## config.mk

```make
export PLATFORM = sky130hd
export DESIGN_NAME = uart_port
export DESIGN_NICKNAME = d
export VERILOG_FILES = /design/src/rtl/uart_port.sv
export SDC_FILE = /design/constraint.sdc
export NUM_CORES = 1
export LEC_CHECK = 0
export ABC_AREA = 1
export CORE_UTILIZATION = 40
export CTS_CLUSTER_DIAMETER = 120
export DETAILED_ROUTE_END_ITERATION = 10
export GPL_TIMING_DRIVEN = 0
export SYNTH_ARGS = -nofsm -noshare
export SYNTH_HDL_FRONTEND = slang
export SYNTH_SLANG_ARGS = --single-unit
```

## constraint.sdc

```tcl
create_clock -name clk -period 6.9 [get_ports clk]
set_input_delay 1.725 -clock clk [delete_from_list [all_inputs] [get_ports clk]]
set_output_delay 1.725 -clock clk [all_outputs]
set_load 0.1 [all_outputs]
```

## src/rtl/uart_port.sv

```systemverilog
// Memory-mapped UART: TX FIFO with 8N1 transmitter, single-byte RX holding register, status word.
// Latency: txd falls one cycle after the FIFO push edge; rx_valid rises on the stop-bit sample edge.
// Backpressure: DATA writes to a full FIFO are dropped and flagged sticky tx_drop; an unread RX byte is overwritten (rx_overrun).
module uart_port #(
  parameter int CLK_HZ   = 25000000,
  parameter int BAUD     = 115200,
  parameter int TX_DEPTH = 4
) (
  input  logic        clk,
  input  logic        rst,
  input  logic        sel,
  input  logic        addr,
  input  logic        we,
  input  logic        re,
  input  logic [15:0] wdata,
  output logic [15:0] rdata,
  output logic        txd,
  input  logic        rxd,
  output logic        rx_irq
);

  localparam int DIV = CLK_HZ / BAUD;
  localparam int CW  = $clog2(DIV + 1);
  localparam int PW  = $clog2(TX_DEPTH);
  localparam int NW  = $clog2(TX_DEPTH + 1);

  typedef enum logic [1:0] {TX_IDLE, TX_START, TX_DATA, TX_STOP} tx_state_t;
  typedef enum logic [2:0] {RX_IDLE, RX_START, RX_DATA, RX_STOP, RX_WAIT_HIGH} rx_state_t;

  // Only the low byte of the bus carries payload.
  logic unused_wdata;
  assign unused_wdata = ^wdata[15:8];

  logic [7:0]    fifo_mem [TX_DEPTH];
  logic [PW-1:0] wr_ptr_q, wr_ptr_d, rd_ptr_q, rd_ptr_d;
  logic [NW-1:0] fifo_cnt_q, fifo_cnt_d;
  tx_state_t     tx_state_q, tx_state_d;
  logic [CW-1:0] tx_cnt_q, tx_cnt_d;
  logic [2:0]    tx_bit_q, tx_bit_d;
  logic [7:0]    tx_shift_q, tx_shift_d;
  logic          txd_q, txd_d;
  logic          rx_s1_q, rx_s1_d, rx_s2_q, rx_s2_d, rx_prev_q, rx_prev_d;
  rx_state_t     rx_state_q, rx_state_d;
  logic [CW-1:0] rx_cnt_q, rx_cnt_d;
  logic [2:0]    rx_bit_q, rx_bit_d;
  logic [7:0]    rx_shift_q, rx_shift_d;
  logic [7:0]    rx_data_q, rx_data_d;
  logic          rx_valid_q, rx_valid_d;
  logic          tx_drop_q, tx_drop_d, rx_ferr_q, rx_ferr_d, rx_ovr_q, rx_ovr_d;

  logic fifo_full, fifo_empty, push, pop, data_wr, data_rd, stat_rd;
  logic rx_done, rx_ferr_set, tx_idle;

  assign fifo_full  = (fifo_cnt_q == NW'(TX_DEPTH));
  assign fifo_empty = (fifo_cnt_q == '0);
  assign data_wr    = sel & we & ~addr;
  assign data_rd    = sel & re & ~addr;
  assign stat_rd    = sel & re & addr;
  // Fullness is judged before the edge, so a same-cycle pop never frees a slot for this write.
  assign push       = data_wr & ~fifo_full;
  assign tx_idle    = fifo_empty & (tx_state_q == TX_IDLE);

  // Read mux: combinational from current state, zero when not selected.
  always_comb begin
    rdata = 16'h0000;
    if (sel) begin
      if (addr) rdata = {10'b0, tx_drop_q, rx_ferr_q, rx_ovr_q, tx_idle, rx_valid_q, ~fifo_full};
      else      rdata = {8'h00, rx_data_q};
    end
  end

  assign txd    = txd_q;
  assign rx_irq = rx_valid_q;

  // TX framing: pops the FIFO head at frame start, holds each bit DIV cycles, chains frames without a gap.
  always_comb begin
    tx_state_d = tx_state_q;
    tx_cnt_d   = tx_cnt_q;
    tx_bit_d   = tx_bit_q;
    tx_shift_d = tx_shift_q;
    txd_d      = txd_q;
    pop        = 1'b0;
    case (tx_state_q)
      TX_IDLE: begin
        if (!fifo_empty) begin
          pop        = 1'b1;
          tx_shift_d = fifo_mem[rd_ptr_q];
          txd_d      = 1'b0;
          tx_cnt_d   = '0;
          tx_state_d = TX_START;
        end
      end
      TX_START: begin
        if (tx_cnt_q == CW'(DIV - 1)) begin
          tx_cnt_d   = '0;
          tx_bit_d   = 3'd0;
          txd_d      = tx_shift_q[0];
          tx_state_d = TX_DATA;
        end else begin
          tx_cnt_d = tx_cnt_q + CW'(1);
        end
      end
      TX_DATA: begin
        if (tx_cnt_q == CW'(DIV - 1)) begin
          tx_cnt_d = '0;
          if (tx_bit_q == 3'd7) begin
            txd_d      = 1'b1;
            tx_state_d = TX_STOP;
          end else begin
            tx_bit_d   = tx_bit_q + 3'd1;
            tx_shift_d = {1'b0, tx_shift_q[7:1]};
            txd_d      = tx_shift_q[1];
          end
        end else begin
          tx_cnt_d = tx_cnt_q + CW'(1);
        end
      end
      TX_STOP: begin
        if (tx_cnt_q == CW'(DIV - 1)) begin
          tx_cnt_d = '0;
          if (!fifo_empty) begin
            pop        = 1'b1;
            tx_shift_d = fifo_mem[rd_ptr_q];
            txd_d      = 1'b0;
            tx_state_d = TX_START;
          end else begin
            tx_state_d = TX_IDLE;
          end
        end else begin
          tx_cnt_d = tx_cnt_q + CW'(1);
        end
      end
      default: tx_state_d = TX_IDLE;
    endcase
  end

  // FIFO pointers wrap naturally at TX_DEPTH; occupancy tracked separately.
  always_comb begin
    wr_ptr_d   = push ? wr_ptr_q + PW'(1) : wr_ptr_q;
    rd_ptr_d   = pop  ? rd_ptr_q + PW'(1) : rd_ptr_q;
    fifo_cnt_d = fifo_cnt_q;
    if (push && !pop)      fifo_cnt_d = fifo_cnt_q + NW'(1);
    else if (!push && pop) fifo_cnt_d = fifo_cnt_q - NW'(1);
  end

  // RX: start-bit validation at mid-bit, then one sample per bit period.
  always_comb begin
    rx_s1_d     = rxd;
    rx_s2_d     = rx_s1_q;
    rx_prev_d   = rx_s2_q;
    rx_state_d  = rx_state_q;
    rx_cnt_d    = rx_cnt_q;
    rx_bit_d    = rx_bit_q;
    rx_shift_d  = rx_shift_q;
    rx_done     = 1'b0;
    rx_ferr_set = 1'b0;
    case (rx_state_q)
      RX_IDLE: begin
        if (rx_prev_q && !rx_s2_q) begin
          rx_cnt_d   = CW'(1);
          rx_state_d = RX_START;
        end
      end
      RX_START: begin
        if (rx_cnt_q == CW'(DIV / 2)) begin
          if (rx_s2_q) begin
            rx_state_d = RX_IDLE;
          end else begin
            rx_cnt_d   = CW'(1);
            rx_bit_d   = 3'd0;
            rx_state_d = RX_DATA;
          end
        end else begin
          rx_cnt_d = rx_cnt_q + CW'(1);
        end
      end
      RX_DATA: begin
        if (rx_cnt_q == CW'(DIV)) begin
          rx_cnt_d   = CW'(1);
          rx_shift_d = {rx_s2_q, rx_shift_q[7:1]};
          if (rx_bit_q == 3'd7) rx_state_d = RX_STOP;
          else                  rx_bit_d   = rx_bit_q + 3'd1;
        end else begin
          rx_cnt_d = rx_cnt_q + CW'(1);
        end
      end
      RX_STOP: begin
        if (rx_cnt_q == CW'(DIV)) begin
          rx_cnt_d = '0;
          if (rx_s2_q) begin
            rx_done    = 1'b1;
            rx_state_d = RX_IDLE;
          end else begin
            rx_ferr_set = 1'b1;
            rx_state_d  = RX_WAIT_HIGH;
          end
        end else begin
          rx_cnt_d = rx_cnt_q + CW'(1);
        end
      end
      RX_WAIT_HIGH: begin
        if (rx_s2_q) rx_state_d = RX_IDLE;
      end
      default: rx_state_d = RX_IDLE;
    endcase
  end

  // Holding register and sticky flags: a new byte beats a same-cycle read, a set beats a same-cycle clear.
  always_comb begin
    rx_data_d  = rx_done ? rx_shift_q : rx_data_q;
    rx_valid_d = rx_done ? 1'b1 : (data_rd ? 1'b0 : rx_valid_q);
    rx_ovr_d   = (rx_done & rx_valid_q & ~data_rd) | (rx_ovr_q & ~stat_rd);
    rx_ferr_d  = rx_ferr_set | (rx_ferr_q & ~stat_rd);
    tx_drop_d  = (data_wr & fifo_full) | (tx_drop_q & ~stat_rd);
  end

  // FIFO storage needs no reset; occupancy gates every read.
  always_ff @(posedge clk) begin
    if (push) fifo_mem[wr_ptr_q] <= wdata[7:0];
  end

  // State registers.
  always_ff @(posedge clk or negedge rst) begin
    if (!rst) begin
      wr_ptr_q   <= '0;
      rd_ptr_q   <= '0;
      fifo_cnt_q <= '0;
      tx_state_q <= TX_IDLE;
      tx_cnt_q   <= '0;
      tx_bit_q   <= '0;
      tx_shift_q <= '0;
      txd_q      <= 1'b1;
      rx_s1_q    <= 1'b1;
      rx_s2_q    <= 1'b1;
      rx_prev_q  <= 1'b1;
      rx_state_q <= RX_IDLE;
      rx_cnt_q   <= '0;
      rx_bit_q   <= '0;
      rx_shift_q <= '0;
      rx_data_q  <= '0;
      rx_valid_q <= 1'b0;
      tx_drop_q  <= 1'b0;
      rx_ferr_q  <= 1'b0;
      rx_ovr_q   <= 1'b0;
    end else begin
      wr_ptr_q   <= wr_ptr_d;
      rd_ptr_q   <= rd_ptr_d;
      fifo_cnt_q <= fifo_cnt_d;
      tx_state_q <= tx_state_d;
      tx_cnt_q   <= tx_cnt_d;
      tx_bit_q   <= tx_bit_d;
      tx_shift_q <= tx_shift_d;
      txd_q      <= txd_d;
      rx_s1_q    <= rx_s1_d;
      rx_s2_q    <= rx_s2_d;
      rx_prev_q  <= rx_prev_d;
      rx_state_q <= rx_state_d;
      rx_cnt_q   <= rx_cnt_d;
      rx_bit_q   <= rx_bit_d;
      rx_shift_q <= rx_shift_d;
      rx_data_q  <= rx_data_d;
      rx_valid_q <= rx_valid_d;
      tx_drop_q  <= tx_drop_d;
      rx_ferr_q  <= rx_ferr_d;
      rx_ovr_q   <= rx_ovr_d;
    end
  end

endmodule

```

* Word-level counts from Yosys, hierarchy flattened
Memory sizes are Yosys's and may differ from the RTL's.
Cells that the tools add are included.
W data, S select, Z words.
** Storage, ports and cells
- Flip-flop bits (word level) :: 66
- Memory bits (writable) :: 32
- Input port bits :: 23
- Word-level logic and storage cells :: 163
- Memories kept :: 1
** Cells by class
- $add $sub $neg :: 8
- Equal/unequal tests :: 28
- Muxes and demuxes :: 62
- Bitwise logic cells :: 20
- Reductions and logical operators :: 24
** Memory list
- fifo_mem :: depth 4, bits a word 8, read ports 1, clocked after memory_dff 0, wr ports 1, line 34 : logic [7:0] fifo_mem [TX_DEPTH];
** Operators with widths (number)
- $mux W8 :: 12
- $mux W3 :: 16
- $pmux W8 S4 :: 1
- $ne A2 B2 Y1 const B :: 14
- $pmux W8 S3 :: 1
- $mux W1 :: 18
- $add A8 B1 Y8 const B :: 2
- $eq A8 B8 Y1 const B :: 2
- $mux W16 :: 1
- $pmux W8 S2 :: 1
- $pmux W3 S5 :: 1
- $and A1 B1 Y1 :: 13
- $eq A3 B3 Y1 const B :: 4
- $mux W2 :: 6
- $pmux W3 S2 :: 2
- $reduce_and A5 Y1 :: 2
- $add A3 B1 Y3 const B :: 3
- $eq A8 B7 Y1 const B :: 1
- $pmux W2 S4 :: 1
- $reduce_and A4 Y1 :: 2
- $reduce_bool A2 Y1 :: 4
- $eq A3 B2 Y1 const B :: 2
- $logic_not A3 Y1 :: 2
- $reduce_and A3 Y1 :: 2
- 18 further kinds :: 29

* Logic depth before layout (Yosys ltp)
Gate-level depths: netlist (run 1).
- Depth after elaboration :: 7
- Gate-level depth with buffers :: 13
- Depth with buffers taken out :: 13

* Worst setup path before layout (run 1)
No wires, ideal clock.
- Kind :: input to output
- From :: in sel
- To :: out rdata[2]
- Arrival time :: 3893 ps
- Path slack :: 1282 ps
- Stages :: 2
- Buffers on the path :: 0
- Cells stage by stage :: nand2_1 > o21ai_0
** On the way
- Longest elaborated chain between the ends :: 1
** RTL lines
- start: declaration :: line 11 : input logic sel,
- $mux W16 :: line 66 : if (sel) begin
- end: declaration :: line 16 : output logic [15:0] rdata,
Every way passes these cells.

* Worst setup path after layout (run 1)
- From :: in sel
- To :: out rdata[0]
Same word-level chain as after synthesis.

==> results by group, run 1 <==
Pwr
  • Clock share of power: 0.350
  • Reg power frac: 0.452
  • Maximum vdd drop: 0.202 mV
  • Switch Pwr: 476 uW
  • Internal power: 1.07 mW
  • Combinational Power Share: 0.198
  • Leakage: 2.65 nW
  • PD cells: 265 mW/mm^2
  • Switching Share: 0.308

Finish
  • Share of layout cells above drive strength 1: 0.109
  • Nets@finish: 652
  • Ant. Diodes: 0
  • Area grow syn2layout: 15.8%
  • FF/Latch Area: 0.00262 sq mm
  • FILL cells: 1159
  • Multi-input gate area: 0.00207 sq mm
  • Fin util: 0.480

Logic synthesis
  • Xor/xnor share of the synthesized area: 0.0157
  • Largest family of logic cells by synthesized area: simple AND/OR/NAND/NOR gates
  • Post-Synth Simple-Gate Area: 0.254
  • Ys async rst share: 0.673
  • Post-synthesis area per instance: 8.86 sq um
  • Synth Area in Adders: 0.0513
  • Synth unique cells: 42
  • Post-synth EDFFs: 32
  • Mux cell area share after synthesis: 0.00224
  • Register bit total from synthesis: 98
  • Mapped Cells: 567
  • Cell Area, Synth: 0.00502 sq mm
  • Top_reg_cell synth: dfrtp_1
  • Compound-Gate Fraction of Synth Area: 0.0824
  • Post-synthesis sequential area ratio: 0.521
  • Yosys warns: 0

STA
  • Final period util: 0.815
  • Final setup TNS: 0 ns
  • Final Max Tran Viols: 0
  • Final hold vios: 0
  • Final Setup Violations: 0
  • RSZ-0062 raised after global routing: no
  • Worst Skew: 0.0139 ns
  • Max frequency: 178 MHz
  • Final Critical Period: 5.63 ns
  • Max-Slew Margin vs Limit: 0.349
  • Worst Tran Pin Value: 0.974 ns

Global routing
  • Initial antenna violation count: 0
  • First-pass GRT wire length: 17.0 mm
  • Number of global-route vias before repair: 3676
  • Largest net degree at the start of global routing: 67
  • GRT overflow: 0
  • Total GRT Usage: 0.168

Worst hold path
  • Hold Path Stages: 0
  • Worst Hold Class: reg2reg

Worst setup path
  • Startpoint types: input pin
  • Data required time of the critical path: 5.18 ns
  • Worst-path fanout max: 9
  • Reg2Reg Depth: 10
  • Worst Setup End Kind: output port
  • WP data arrival: 3.90 ns
  • Setup CP Type: in2out

Clock tree
  • CTS sink count: 98
  • Post-CTS Setup Inserts: 0
  • Htree depth: 3
  • Post-CTS sizing: 0
  • CTS max path bufs: 2
  • CTS tree: built
  • CTS clk-pin slew, worst paths: 0.07 ns
  • Worst skew pair latency: 0.36 ns
  • Clock tree root driver cell: clkbuf_16
  • Post-CTS Hold Fix Bufs: 0
  • Num CTS Buffers: 9

Floorplanning
  • I/O Pins: 41
  • Die Wd: 114 um
  • Core area: 0.0121 sq mm
  • Die area: 0.0130 sq mm
  • # rows: 40
  • Chip height: 114 um
  • Initial Util: 0.415

Job
  • Maxcap violations: 0

Route
  • DRT Pass-1 Iters: 4
  • Vias per cell: 4.77
  • Vias: 3732
  • Routed len/inst: 12.6 um
  • Remaining DRCs: 0
  • Post-route ant nets: 0
  • DR iter-0 viols: 222
  • WL final: 9.87 mm

Placed design
  • Dpl hpwl: 6.97 mm
  • Buffers on Ports: 24
  • GPL Wtd Cong: 0.831

Run status
  • Status: finished, final reports clean
-- layout by cell type, fill, tap and decap left out, types with 2 or more instances in the layout --
cell type,synthesis,final
nand2_1,187,187
dfrtp_1,62,62
inv_1,57,57
nand3_1,46,46
edfxtp_1,32,32
o21ai_0,31,31
nor2_1,29,29
clkdlybuf4s50_1,0,23
ha_1,19,19
buf_4,10,11
o21ai_2,9,9
clkbuf_16,0,9
a21oi_1,8,8
conb_1,1,8
xor2_1,6,6
nor3_1,5,5
nand2_2,5,5
nand4_1,5,5
a22o_1,4,4
nor2_4,4,4
o211ai_1,4,4
dfstp_2,4,4
inv_2,3,3
buf_6,3,3
nand3_2,3,3
clkinv_1,2,3
buf_2,3,3
o21ai_1,3,3
xnor2_1,3,3
o22ai_1,3,3
or2_2,2,2
nand3b_1,2,2
bufinv_16,0,2
clkinvlp_4,0,2
-- cell families (layout without fill, tap and decap cells) --
family,Yosys count,count (layout)
AOI/OAI and AO/OA,66,66
and+or+nand+nor,292,292
buffers and inverters,80,120
other,1,8
muxes,1,1
adders and majority gates,20,20
DFF,98,98
xor gates and xnor gates,9,9
-- state kept, by name, indices dropped and copies added (netlist names), 2 cells and up --
signal and count:
fifo_mem 32, tx_state_q 2, rx_cnt_q 8, tx_cnt_q 8
wr_ptr_q 2, rx_shift_q 8, tx_shift_q 8, fifo_cnt_q 3
tx_bit_q 3, rd_ptr_q 2, rx_bit_q 3, rx_data_q 8
rx_state_q 3
-- synth_stat cells, drive strengths merged (5+ instances only) --
cell type | n | area, sq um
nand4 | 5 | 31.3
nand2 | 192 | 733
buf | 17 | 128
nor3 | 6 | 41.3
dfrtp | 62 | 1550
nor2 | 34 | 160
xor2 | 6 | 52.6
inv | 60 | 225
o21ai | 43 | 249
ha | 19 | 238
edfxtp | 32 | 961
nand3 | 50 | 278
a21oi | 8 | 40.0
-- through the flow --
step	hold slack (ns)	instances	total power [mW]	setup WS, ns	cell area (sq um)
after floorplan	0.345	574	0.935	1.28	5050
after global placement	0.347	766	1.01	1.26	5500
after detailed placement	0.348	766	1.02	1.26	5500
after CTS	0.365	782	1.57	1.26	5820
after global routing	0.373	782	1.63	1.12	5820
final	0.369	782	1.54	1.27	5820
-- per-layer routing --
layer  track usage  routed length [um]  up-vias  part of all wire
met2         0.279                4710       73              0.48
met3        0.0408                 341       15             0.035
li1              -                   -     1911                 -
met1         0.206                4630     1733              0.47
met4        0.0831                 197        0             0.020
met5             0                   0        -                 0
-- worst max-delay path, cell delays in order --
cell,delay (ns)
clkdlybuf4s50_1,0.47
inv_1,0.05
nor2_2,0.30
a22o_1,0.22
clkdlybuf4s50_1,1.13
-- area by class of cell --
type,count,area share
Clock buffer,9,0.0387
Buffer,18,0.0226
Inverter,62,0.0400
Timing Repair Buffer,24,0.0409
Tap cell,168,0.0361
Clock inverter,7,0.0159
Multi-Input combinational cell,396,0.356
Sequential cell,98,0.450
-- final timing paths --
check | start | to | slack (ns)
setup / recovery | sel | rdata[0] | 1.27
hold / removal | rx_s1_q | rx_prev_d | 0.37
setup reg to reg | tx_state_q[0] | fifo_cnt_q[1] | 4.41
hold reg to reg | rx_s1_q | rx_prev_d | 0.37
max in group asynchronous | rst | tx_state_q[1] | 4.89
min in group asynchronous | rst | rx_cnt_q[7] | 1.45
-- power groups by stage --
stage	clock network (mW)	registers, mW	logic [mW]
2_1_floorplan	0	0.699	0.235
3_3_place_gp	0	0.708	0.299
3_5_place_dp	0	0.710	0.307
4_1_cts	0.559	0.699	0.310
5_1_grt	0.575	0.704	0.352
6_report	0.541	0.698	0.305
Power figures use the tool's default switching activity.
==> run 2: changes to the inputs <==
==> constraint.sdc (replaced) <==
create_clock -name clk -period 4.6 [get_ports clk]
set_input_delay 1.15 -clock clk [delete_from_list [all_inputs] [get_ports clk]]
set_output_delay 1.15 -clock clk [all_outputs]
set_load 0.1 [all_outputs]
==> results by group, run 2 (synthesized netlist as in run 1, its figures left out) <==
Route
  • Vias: 3730
  • Post-route ant nets: 0
  • DRT Pass-1 Iters: 5
  • Vias per cell: 4.77
  • Routed len/inst: 12.6 um
  • WL final: 9.88 mm
  • Remaining DRCs: 0
  • DR iter-0 viols: 223

Worst setup path
  • Startpoint types: input pin
  • Reg-to-reg endpoint: fifo_cnt_q[1]
  • CP delay by family, top: buffers and inverters
  • Data required time of the critical path: 3.45 ns
  • Reg2Reg Depth: 10
  • WP depth: 5
  • Crit. Startpoint: sel
  • Setup CP Type: in2out
  • Worst-path fanout max: 9
  • Setup crit end: rdata[3]
  • Worst R2R Start: tx_state_q[0]
  • Crit path buffers/inverters: 3
  • Cell Chain, Critical Path: clkdlybuf4s50_1 > inv_1 > nor2_2 > a22o_1 > clkdlybuf4s50_1
  • WP data arrival: 3.30 ns
  • R2r setup slk: 2.11 ns
  • Worst Setup End Kind: output port
  • Critical path's slowest cell: clkdlybuf4s50_1
  • Most frequent CP cell: clkdlybuf4s50_1
  • Slowest cell delay on critical path: 1.13 ns

STA
  • Final Max Tran Viols: 0
  • Final period util: 0.967
  • Final Critical Period: 4.45 ns
  • Final Setup Violations: 0
  • Final setup TNS: 0 ns
  • Max frequency: 225 MHz
  • Final hold vios: 0
  • Worst Skew: 0.0139 ns
  • Worst Tran Pin Value: 0.974 ns
  • RSZ-0062 raised after global routing: no
  • Max-Slew Margin vs Limit: 0.348

Worst hold path
  • Worst Hold Class: reg2reg

Global routing
  • Met3 Track Usage GR: 0.0408
  • Met2 Use GR: 0.279
  • Number of global-route vias before repair: 3676
  • First-pass GRT wire length: 17.0 mm
  • Grt met1 use: 0.206
  • Total GRT Usage: 0.168
  • Initial antenna violation count: 0
  • Largest net degree at the start of global routing: 67
  • Layer with the highest usage: met2
  • GRT overflow: 0

Placed design
  • GPL Wtd Cong: 0.831
  • Buffers on Ports: 24
  • Inst Count DP: 766
  • Dpl hpwl: 6.97 mm

Floorplanning
  • Die area: 0.0130 sq mm
  • Chip height: 114 um
  • Initial Util: 0.415
  • I/O Pins: 41
  • Core area: 0.0121 sq mm
  • Die Wd: 114 um
  • # rows: 40

Finish
  • Commonest non-fill, non-tap cell in the layout: nand2_1
  • Nets@finish: 652
  • Top reg by flops: fifo_mem
  • Leading cell types in the layout, fill and taps excluded: 187 x nand2_1, 62 x dfrtp_1, 57 x inv_1, 46 x nand3_1, 32 x edfxtp_1
  • Fin cells: 782
  • Area grow syn2layout: 16.0%
  • Largest register FFs: 32
  • FILL cells: 1156
  • Share of layout cells above drive strength 1: 0.109
  • Ant. Diodes: 0

Pwr
  • Leakage: 2.73 nW
  • PD cells: 397 mW/mm^2
  • Maximum vdd drop: 0.302 mV

Clock tree
  • Htree depth: 3
  • Clock tree root driver cell: clkbuf_16
  • Num CTS Buffers: 9
  • CTS clk-pin slew, worst paths: 0.07 ns
  • Post-CTS Hold Fix Bufs: 0
  • Worst skew pair latency: 0.36 ns
  • CTS max path bufs: 2
  • CTS sink count: 98
  • CTS tree: built

Job
  • Maxcap violations: 0

Run status
  • Status: finished, final reports clean
==> run 2: cell count changes in the layout (fill, tap and decap cells not counted), sizes merged <==
| cell | previous run | this run |
|---|---|---|
| clkdlybuf4s50 | 23 | 19 |
| dlymetal6s2s | 0 | 4 |
==> run 2: where the power goes <==
group	switching, mW	internal, mW
sequential	0.0743	0.973
clock	0.335	0.476
combinational	0.304	0.154
total	0.713	1.60
==> run 2: metal layers <==
layer / vias up / share of wire
li1: 1912 / -
met1: 1734 / 0.47
met2: 69 / 0.48
met3: 15 / 0.035
met4: 0 / 0.020
met5: - / 0
==> run 2: worst min path at each step <==
stage	start	endpoint	slack (ns)	depth (start not counted)
after floorplan	rx_s1_q	rx_prev_d	0.35	0
after detailed placement	rx_s1_q	rx_prev_d	0.35	0
after global placement	rx_s1_q	rx_prev_d	0.35	0
after global routing	rx_s1_q	rx_prev_d	0.37	0
after CTS	rx_s1_q	rx_prev_d	0.36	0
final	rx_s1_q	rx_prev_d	0.37	0
==> run 2: worst reg2reg max path: stages, from the launching register on <==
cell and delay (ns):
dfrtp_1 0.43, inv_1 0.14, ha_1 0.18, inv_1 0.10, or2_2 0.30, nand2_1 0.14, nand2_1 0.12, ha_1 0.19
inv_1 0.10, fa_1 0.43, mux2_2 0.27
==> run 2: area by class of cell <==
class	count	area, sq um	share of cell area
clock inverters	7	92.6	0.0159
multi-input cells	396	2070	0.355
flip-flops and latches	98	2620	0.449
well taps	168	210	0.0361
clock buffers	9	225	0.0387
repair buffers	24	248	0.0425
plain buffers	18	131	0.0225
inverters	62	233	0.0399
==> run 2: what timing repair did <==
item / in CTS / in global routing
buffers inserted: 0 / 0
endpoints found under the setup margin: 0 / 4
resized for setup: 0 / 4
==> run 2: metrics by stage <==
stage	setup WS, ns	util	instance area [sq um]	power [mW]	hold slack, ns
final	0.151	0.481	5830	2.32	0.369
after global routing	0.0377	0.481	5830	2.45	0.373
after CTS	0.106	0.480	5820	2.35	0.365
after detailed placement	0.111	0.454	5500	1.53	0.348
after global placement	0.0811	0.454	5500	1.51	0.347
after floorplan	0.132	-	5050	1.40	0.345
==> run 3: changes to the inputs <==
==> constraint.sdc (replaced) <==
create_clock -name clk -period 5 [get_ports clk]
set_input_delay 1.25 -clock clk [delete_from_list [all_inputs] [get_ports clk]]
set_output_delay 1.25 -clock clk [all_outputs]
set_load 0.1 [all_outputs]
==> results of run 3 <==
Same layout as run 1 (identical final DEF). Status: finished, final reports clean.
Main changes from that run: setup slack after placement 1.26 ns -> 0.311 ns; setup slack after layout 1.27 ns -> 0.324 ns; register-to-register setup slack 4.41 ns -> 2.51 ns; total power 1.54 mW -> 2.13 mW; worst IR drop on VDD 0.202 mV -> 0.278 mV
